File: src/rtl/axi_rd_arbiter.sv
`default_nettype none
// +----------------------------------------------------------------------------+
// | Module   : axi_rd_arbiter                                                  |
// | Purpose  : Shares one AXI AR/R channel between the instruction fetch port  |
// |            (ARID 0) and the data read port (ARID 1). Fixed priority, data  |
// |            over inst; per-ID outstanding-read counters; R pass-through.    |
// | Revision : 1.0 - initial release                                           |
// +----------------------------------------------------------------------------+
module axi_rd_arbiter #(
  parameter int MAX_OUTST = 2
) (
  input  logic        clk,
  input  logic        resetn,
  // instruction fetch port
  input  logic        inst_req,
  input  logic [31:0] inst_addr,
  input  logic [1:0]  inst_size,
  output logic        inst_addr_ok,
  output logic        inst_data_ok,
  output logic [31:0] inst_rdata,
  // data read port
  input  logic        data_req,
  input  logic [31:0] data_addr,
  input  logic [1:0]  data_size,
  output logic        data_addr_ok,
  output logic        data_data_ok,
  output logic [31:0] data_rdata,
  input  logic        wr_busy,
  // AXI read address channel
  output logic [3:0]  arid,
  output logic [31:0] araddr,
  output logic [7:0]  arlen,
  output logic [2:0]  arsize,
  output logic [1:0]  arburst,
  output logic [1:0]  arlock,
  output logic [3:0]  arcache,
  output logic [2:0]  arprot,
  output logic        arvalid,
  input  logic        arready,
  // AXI read data channel
  input  logic [3:0]  rid,
  input  logic [31:0] rdata,
  input  logic [1:0]  rresp,
  input  logic        rlast,
  input  logic        rvalid,
  output logic        rready
);

  typedef enum logic [0:0] {
    S_IDLE    = 1'b0,
    S_AR_SEND = 1'b1
  } state_t;

  localparam logic [1:0] c_max_outst = 2'(MAX_OUTST);

  state_t      r_state;
  state_t      w_state_nxt;
  logic        r_owner;
  logic [31:0] r_addr;
  logic [1:0]  r_size;
  logic [1:0]  r_cnt0;
  logic [1:0]  r_cnt1;

  logic        w_grant_data;
  logic        w_grant_inst;
  logic        w_grant;
  logic        w_dec0;
  logic        w_dec1;
  logic        w_unused_rd;

  // Arbitration and next-state: grants only from IDLE, data wins over inst.
  always_comb begin
    w_state_nxt  = r_state;
    w_grant_data = 1'b0;
    w_grant_inst = 1'b0;
    case (r_state)
      S_IDLE: begin
        if (resetn) begin
          w_grant_data = data_req & ~wr_busy & (r_cnt1 < c_max_outst);
          w_grant_inst = ~w_grant_data & inst_req & (r_cnt0 < c_max_outst);
        end
        if (w_grant_data | w_grant_inst) begin
          w_state_nxt = S_AR_SEND;
        end
      end
      S_AR_SEND: begin
        // Handshake returns to IDLE; the next grant can only happen there.
        if (arready) begin
          w_state_nxt = S_IDLE;
        end
      end
      default: w_state_nxt = S_IDLE;
    endcase
  end

  assign w_grant = w_grant_data | w_grant_inst;

  // A beat only retires a read if that ID actually has one in flight.
  assign w_dec0 = rvalid & rlast & ~rid[0] & (r_cnt0 != 2'd0);
  assign w_dec1 = rvalid & rlast &  rid[0] & (r_cnt1 != 2'd0);

  // State register.
  always_ff @(posedge clk or negedge resetn) begin
    if (!resetn) begin
      r_state <= S_IDLE;
    end else begin
      r_state <= w_state_nxt;
    end
  end

  // AR payload is captured on grant and held stable through AR_SEND.
  always_ff @(posedge clk or negedge resetn) begin
    if (!resetn) begin
      r_owner <= 1'b0;
      r_addr  <= 32'd0;
      r_size  <= 2'd0;
    end else if (w_grant) begin
      r_owner <= w_grant_data;
      r_addr  <= w_grant_data ? data_addr : inst_addr;
      r_size  <= w_grant_data ? data_size : inst_size;
    end
  end

  // Outstanding-read counters; simultaneous grant and retire cancel out.
  always_ff @(posedge clk or negedge resetn) begin
    if (!resetn) begin
      r_cnt0 <= 2'd0;
      r_cnt1 <= 2'd0;
    end else begin
      case ({w_grant_inst, w_dec0})
        2'b10:   r_cnt0 <= r_cnt0 + 2'd1;
        2'b01:   r_cnt0 <= r_cnt0 - 2'd1;
        default: r_cnt0 <= r_cnt0;
      endcase
      case ({w_grant_data, w_dec1})
        2'b10:   r_cnt1 <= r_cnt1 + 2'd1;
        2'b01:   r_cnt1 <= r_cnt1 - 2'd1;
        default: r_cnt1 <= r_cnt1;
      endcase
    end
  end

  assign inst_addr_ok = w_grant_inst;
  assign data_addr_ok = w_grant_data;

  assign arid    = {3'b000, r_owner};
  assign araddr  = r_addr;
  assign arlen   = 8'd0;
  assign arsize  = {1'b0, r_size};
  assign arburst = 2'b01;
  assign arlock  = 2'b00;
  assign arcache = 4'b0000;
  assign arprot  = 3'b000;
  assign arvalid = (r_state == S_AR_SEND);

  // R channel is always accepted and steered by the low ID bit.
  assign rready       = 1'b1;
  assign inst_data_ok = resetn & rvalid & ~rid[0];
  assign data_data_ok = resetn & rvalid &  rid[0];
  assign inst_rdata   = rdata;
  assign data_rdata   = rdata;

  // Response code and upper ID bits carry no meaning for this bridge.
  assign w_unused_rd = ^{rresp, rid[3:1]};

  a_r_inst_owned: assert property (@(posedge clk) disable iff (!resetn)
    (rvalid && rlast && !rid[0]) |-> (r_cnt0 != 2'd0));
  a_r_data_owned: assert property (@(posedge clk) disable iff (!resetn)
    (rvalid && rlast && rid[0]) |-> (r_cnt1 != 2'd0));
  a_one_addr_ok: assert property (@(posedge clk) disable iff (!resetn)
    !(inst_addr_ok && data_addr_ok));

endmodule
`default_nettype wire

File: config.mk
export PLATFORM = sky130hd
export DESIGN_NAME = axi_rd_arbiter
export DESIGN_NICKNAME = d
export VERILOG_FILES = /design/src/rtl/axi_rd_arbiter.sv
export SDC_FILE = /design/constraint.sdc
export NUM_CORES = 1
export LEC_CHECK = 0
export BUFFER_PORTS_ARGS = -buffer_cell sky130_fd_sc_hd__buf_4
export CAP_MARGIN = 20
export CORE_AREA = 2 2 95 97
export CTS_BUF_LIST = sky130_fd_sc_hd__clkbuf_8
export DETAILED_ROUTE_END_ITERATION = 10
export DIE_AREA = 0 0 97 99
export PLACE_DENSITY = 0.77
export SLEW_MARGIN = 30
export SYNTH_ARGS = -nofsm -noshare
export SYNTH_HDL_FRONTEND = slang
export SYNTH_SLANG_ARGS = --single-unit
File: constraint.sdc
create_clock -name clk -period 2.7 [get_ports clk]
set_input_delay 0.405 -clock clk [delete_from_list [all_inputs] [get_ports clk]]
set_output_delay 0.405 -clock clk [all_outputs]
set_load 0.02 [all_outputs]
# After elaboration in Yosys (flattened, before gate mapping)
# Cells that the tools add are included.
dict set report totals {
  inputBits 114
  elab_cells 51
  output_inout_bits 128
  ff_bits 40
}
dict set report op_classes {
  reduce_logical 4
  muxes 13
  n_addsub 4
  bitwise 18
  n_lt_le_gt_ge 2
  eq_ne 4
}
# operator n
set op_table {}
lappend op_table {{$mux W32} 1}
lappend op_table {{$and A1 B1 Y1} 12}
lappend op_table {{$mux W1} 8}
lappend op_table {{$pmux W2 S2} 2}
lappend op_table {{$reduce_bool A2 Y1} 4}
lappend op_table {{$add A2 B1 Y2 const B} 2}
lappend op_table {{$eq A2 B1 Y1 const B} 2}
lappend op_table {{$eq A2 B2 Y1 const B} 2}
lappend op_table {{$lt A2 B2 Y1 const B} 2}
lappend op_table {{$not A1 Y1} 4}
lappend op_table {{$sub A2 B1 Y2 const B} 2}
lappend op_table {{$mux W2} 1}
lappend op_table {{$or A1 B1 Y1} 2}
lappend op_table {{$pmux W1 S2} 1}

# Logic depth before layout (Yosys ltp)
dict set report logic_depth {
  ltp_word 11
  mapped_depth 8
  ltp_nobuf 6
}

# Worst setup path before layout
# No wires, ideal clock.
dict set report synth_timing {
  path_kind {in2reg}
  from {in wr_busy}
  to {reg r_cnt1[1]}
  slack_ns 0.587
  path_stages 7
  path_buffers 2
  arrival_time_ns 2.034
  setup_ns 0.079
  cell_sequence {or3b_1 or3b_1 buf_6 buf_8 ha_1 nor2_1 xor2_1}
}
dict set report synth_via {
  elab_chain_len 8
  elab_cells_between_ends 10
}
# element line_no
set synth_rtl {}
lappend synth_rtl {{start: declaration} 28} ;# input logic wr_busy,
lappend synth_rtl {{$not A1 Y1 *} 79} ;# w_grant_data = data_req & ~wr_busy & (r_cnt1 < c_max_outst);
lappend synth_rtl {{$and A1 B1 Y1 * (2 in a row)} 79}
lappend synth_rtl {{$mux W1 *} 78} ;# if (resetn) begin
lappend synth_rtl {{$mux W1 * (2 in a row)} 76} ;# case (r_state)
lappend synth_rtl {{$eq A2 B1 Y1 or $eq A2 B2 Y1 (tied branches)} 135} ;# case ({w_grant_data, w_dec1})
lappend synth_rtl {{$pmux W2 S2 or $reduce_bool A2 Y1 (tied branches)} --}
lappend synth_rtl {{end signal: assignment} 136} ;# 2'b10: r_cnt1 <= r_cnt1 + 2'd1;
lappend synth_rtl {{end signal: assignment} 137} ;# 2'b01: r_cnt1 <= r_cnt1 - 2'd1;
lappend synth_rtl {{end signal: assignment} 138} ;# default: r_cnt1 <= r_cnt1;
lappend synth_rtl {{end: declaration} 62} ;# logic [1:0] r_cnt1;
# Mark *: on every way between the ends. The rest lies on a longest branch, timed or not. The select of a mux whose other input is x is not followed.
# A chain may end at the register's enable or synchronous reset.

# Final worst setup path
dict set report layout_timing {
  from {in resetn}
  to {out inst_addr_ok}
}
dict set report layout_via {
  elab_chain_len 3
}
# element line_no
set layout_rtl {}
lappend layout_rtl {{start: declaration} 13} ;# input logic resetn,
lappend layout_rtl {{$mux W1} 78}
lappend layout_rtl {{$mux W1 (2 in a row)} 76}
lappend layout_rtl {{end: declaration} 18} ;# output logic inst_addr_ok,
# No other way between the ends. The select of a mux whose other input is x is not followed.

==> results.json <==
{
  "status": "finished clean",
  "track_usage_pct": 12.29,
  "fp.dieArea_sq_mm": 0.009603,
  "drv_cap": 0,
  "root_buffer": "clkbuf_8",
  "drt_first_pass_iters": 3,
  "cts_setup_buffers": 0,
  "syn_inst": 232,
  "crit_top_cell": "buf_4",
  "hold_path.class": "in2reg",
  "layout.cells.non_filler": 395,
  "synth.top_cell.area_share_pct": 35.70,
  "clkSinkCount": 40,
  "syn-cell-area_sq_mm": 0.002804,
  "p_leak_nw": 1.723,
  "synthTopCellsByArea": "dfrtp_1 36%, buf_4 24%, mux2_2 16%",
  "hold_viol_final": 0,
  "place.gp.congestion": 0.7916,
  "synth_edf_count": 0,
  "via_per_inst": 4.253,
  "num_io_pins": 242,
  "gr-total-overflow": 0,
  "fin_crit_sh_pct": 91.97,
  "endpoint_kind": "primary output",
  "drive_gt1_share_pct": 69.34,
  "start_kind": "input port",
  "critPathTopFamily": "buffers and inverters",
  "dp_hpwl_microns": 4491,
  "setup_tns_ns": 0,
  "antennaDiodeCount": 0,
  "synth-seq-cells": 40,
  "placed_cells": 386,
  "ys.flop_type": "dfrtp_1",
  "setup_ws_ns": 0.2169,
  "powerDensity_mw_per_mm2": 1024,
  "setup_viol": 0,
  "drc": 0,
  "avgSynthCellArea_sq_um": 12.09,
  "drt-total-wl_microns": 5818,
  "async_flop_share_pct": 100.0,
  "fp.dieW_microns": 97,
  "rows": 34,
  "crit_fanout": 15,
  "ys_seq_area_share_pct": 35.70,
  "rsz0062_at_grt": "false",
  "io_buffer_count": 116,
  "pre_cts_slack_ns": 0.4920,
  "yosysMostFrequentCell": "buf_4",
  "grt_pass1_vias": 1833,
  "cp_slowest_cell": "dlygate4sd3_1",
  "antenna_left": 0,
  "wl_per_cell_microns": 14.73,
  "grt_antenna_before_repair": 0,
  "cts_max_level": 2,
  "fmax_ghz": 0.4027,
  "drt_iter0_drc": 33,
  "worstSetupPathType": "in2out",
  "start_util_pct": 32.79,
  "vdd_drop_max_mv": 0.3090,
  "crit_path_max_incr_delay_ns": 0.53,
  "cp_data_required_time_ns": 2.30,
  "final_util_pct": 38.91,
  "yosysTopAreaCell": "dfrtp_1",
  "report.final.slew_viol_count": 0,
  "final_nets": 402,
  "path_cells": "dlygate4sd3_1 -> buf_4 -> nor4bb_4 -> buf_4 -> nand2_1 -> inv_1 -> buf_4",
  "clockBufferDepth": 2,
  "grt_pass1_wl_microns": 9370,
  "grt_max_degree": 31,
  "cts_tree": "yes",
  "crit_buf_inv": 5,
  "skew_ns": 0.006774,
  "clkTransAtPathRegs_ns": 0.09,
  "die_y_microns": 99,
  "ys_warn_count": 0,
  "cts_buffers": 5,
  "cp.arrival_ns": 2.08,
  "syn2layout_area_growth_pct": 18.65,
  "fill_cells": 835,
  "vias": 1680,
  "core_sq_mm": 0.008551,
  "layout_min_cycle_time_ns": 2.483,
  "clock_latency_ns": 0.29,
  "ys_top_cells_by_count": "89 x buf_4, 41 x mux2_2, 40 x dfrtp_1",
  "synth_cell_types": 21
}
-- power by group --
group | switching (mW) | internal [mW] | leakage [nW] | total, mW
clock | 0.240 | 0.279 | 0.0583 | 0.519
combinational | 0.764 | 1.03 | 1.19 | 1.80
sequential | 0.186 | 0.905 | 0.473 | 1.09
-- layer usage --
metal,part of all wire [%],up-vias,track usage (%)
met2,50,111,21.69
met4,2.9,0,5.525
met3,11,19,4.326
met1,36,781,13.28
met5,0,-,0
li1,-,769,-
-- sequential cells by signal (all words and copies together) (netlist names) --
register,flops
araddr,32
r_cnt0,2
r_cnt1,2
r_size,2
arvalid,1
r_owner,1
-- cell type report --
class / instances / area [sq um] / area share (%)
clock buffer: 5 / 68.82 / 2.068
clock inverter: 3 / 47.55 / 1.429
inverter: 3 / 11.26 / 0.3385
multi-input combinational: 114 / 1145 / 34.41
sequential: 40 / 1001 / 30.09
tap: 108 / 135.1 / 4.062
timing repair buffer: 122 / 918.4 / 27.60
-- stage by stage --
step	cell area, sq um	hold slack [ns]	power, mW
floorplan	2887	0.1094	2.417
global placement	3201	0.2755	2.874
detailed placement	3201	0.2767	2.927
CTS	3327	0.3213	3.468
global route	3327	0.3177	3.617
finish	3327	0.3334	3.408
-- path summary, 6_finish.rpt --
kind | cells after the start | to | slack [ns] | from
worst min-delay path | 2 | r_size[0] | 0.33 | data_size[0]
max in group asynchronous | 3 | araddr[22] | 1.57 | resetn
worst max-delay path | 7 | inst_addr_ok | 0.22 | resetn
worst max register to register | 4 | r_size[1] | 0.61 | r_cnt1[1]
worst min register to register | 1 | r_owner | 0.49 | r_owner
min in group asynchronous | 2 | r_owner | 0.50 | resetn
-- placed cells by master (no fill, tap or decap) --
| cell | instances |
|---|---|
| mux2_4 | 27 |
| mux2_2 | 41 |
| o2111a_1 | 1 |
| clkbuf_8 | 5 |
| nor4bb_4 | 1 |
| conb_1 | 24 |
| or3b_1 | 1 |
| nand2_1 | 2 |
| bufinv_16 | 1 |
| xnor2_1 | 4 |
| xor2_1 | 2 |
| clkinv_4 | 2 |
| dlygate4sd3_1 | 1 |
| a21oi_1 | 1 |
| and3b_1 | 1 |
| a21o_1 | 1 |
| nor2_1 | 3 |
| dfrtp_1 | 40 |
| nor4bb_1 | 1 |
| inv_1 | 3 |
| buf_4 | 121 |
| or3b_2 | 1 |
| ha_1 | 2 |
| and3_1 | 1 |
-- cells by family (layout without fill, tap and decap cells) --
kind of cell,Yosys count,count (layout),share of synthesized area [%]
mux,68,68,30.92
xor+xnor,6,6,1.874
buf+inv,100,133,26.95
other cells,2,24,0.2678
simple gates,11,11,2.544
fa+ha+maj,2,2,0.8923
flops,40,40,35.70
compound gates,3,3,0.8477
-- timing repair --
item,4_1_cts,5_1_grt
hold endpoints to repair,12,0
hold buffers,1,0
resized for setup,0,0
No activity file was read; power rests on OpenSTA's default activity.
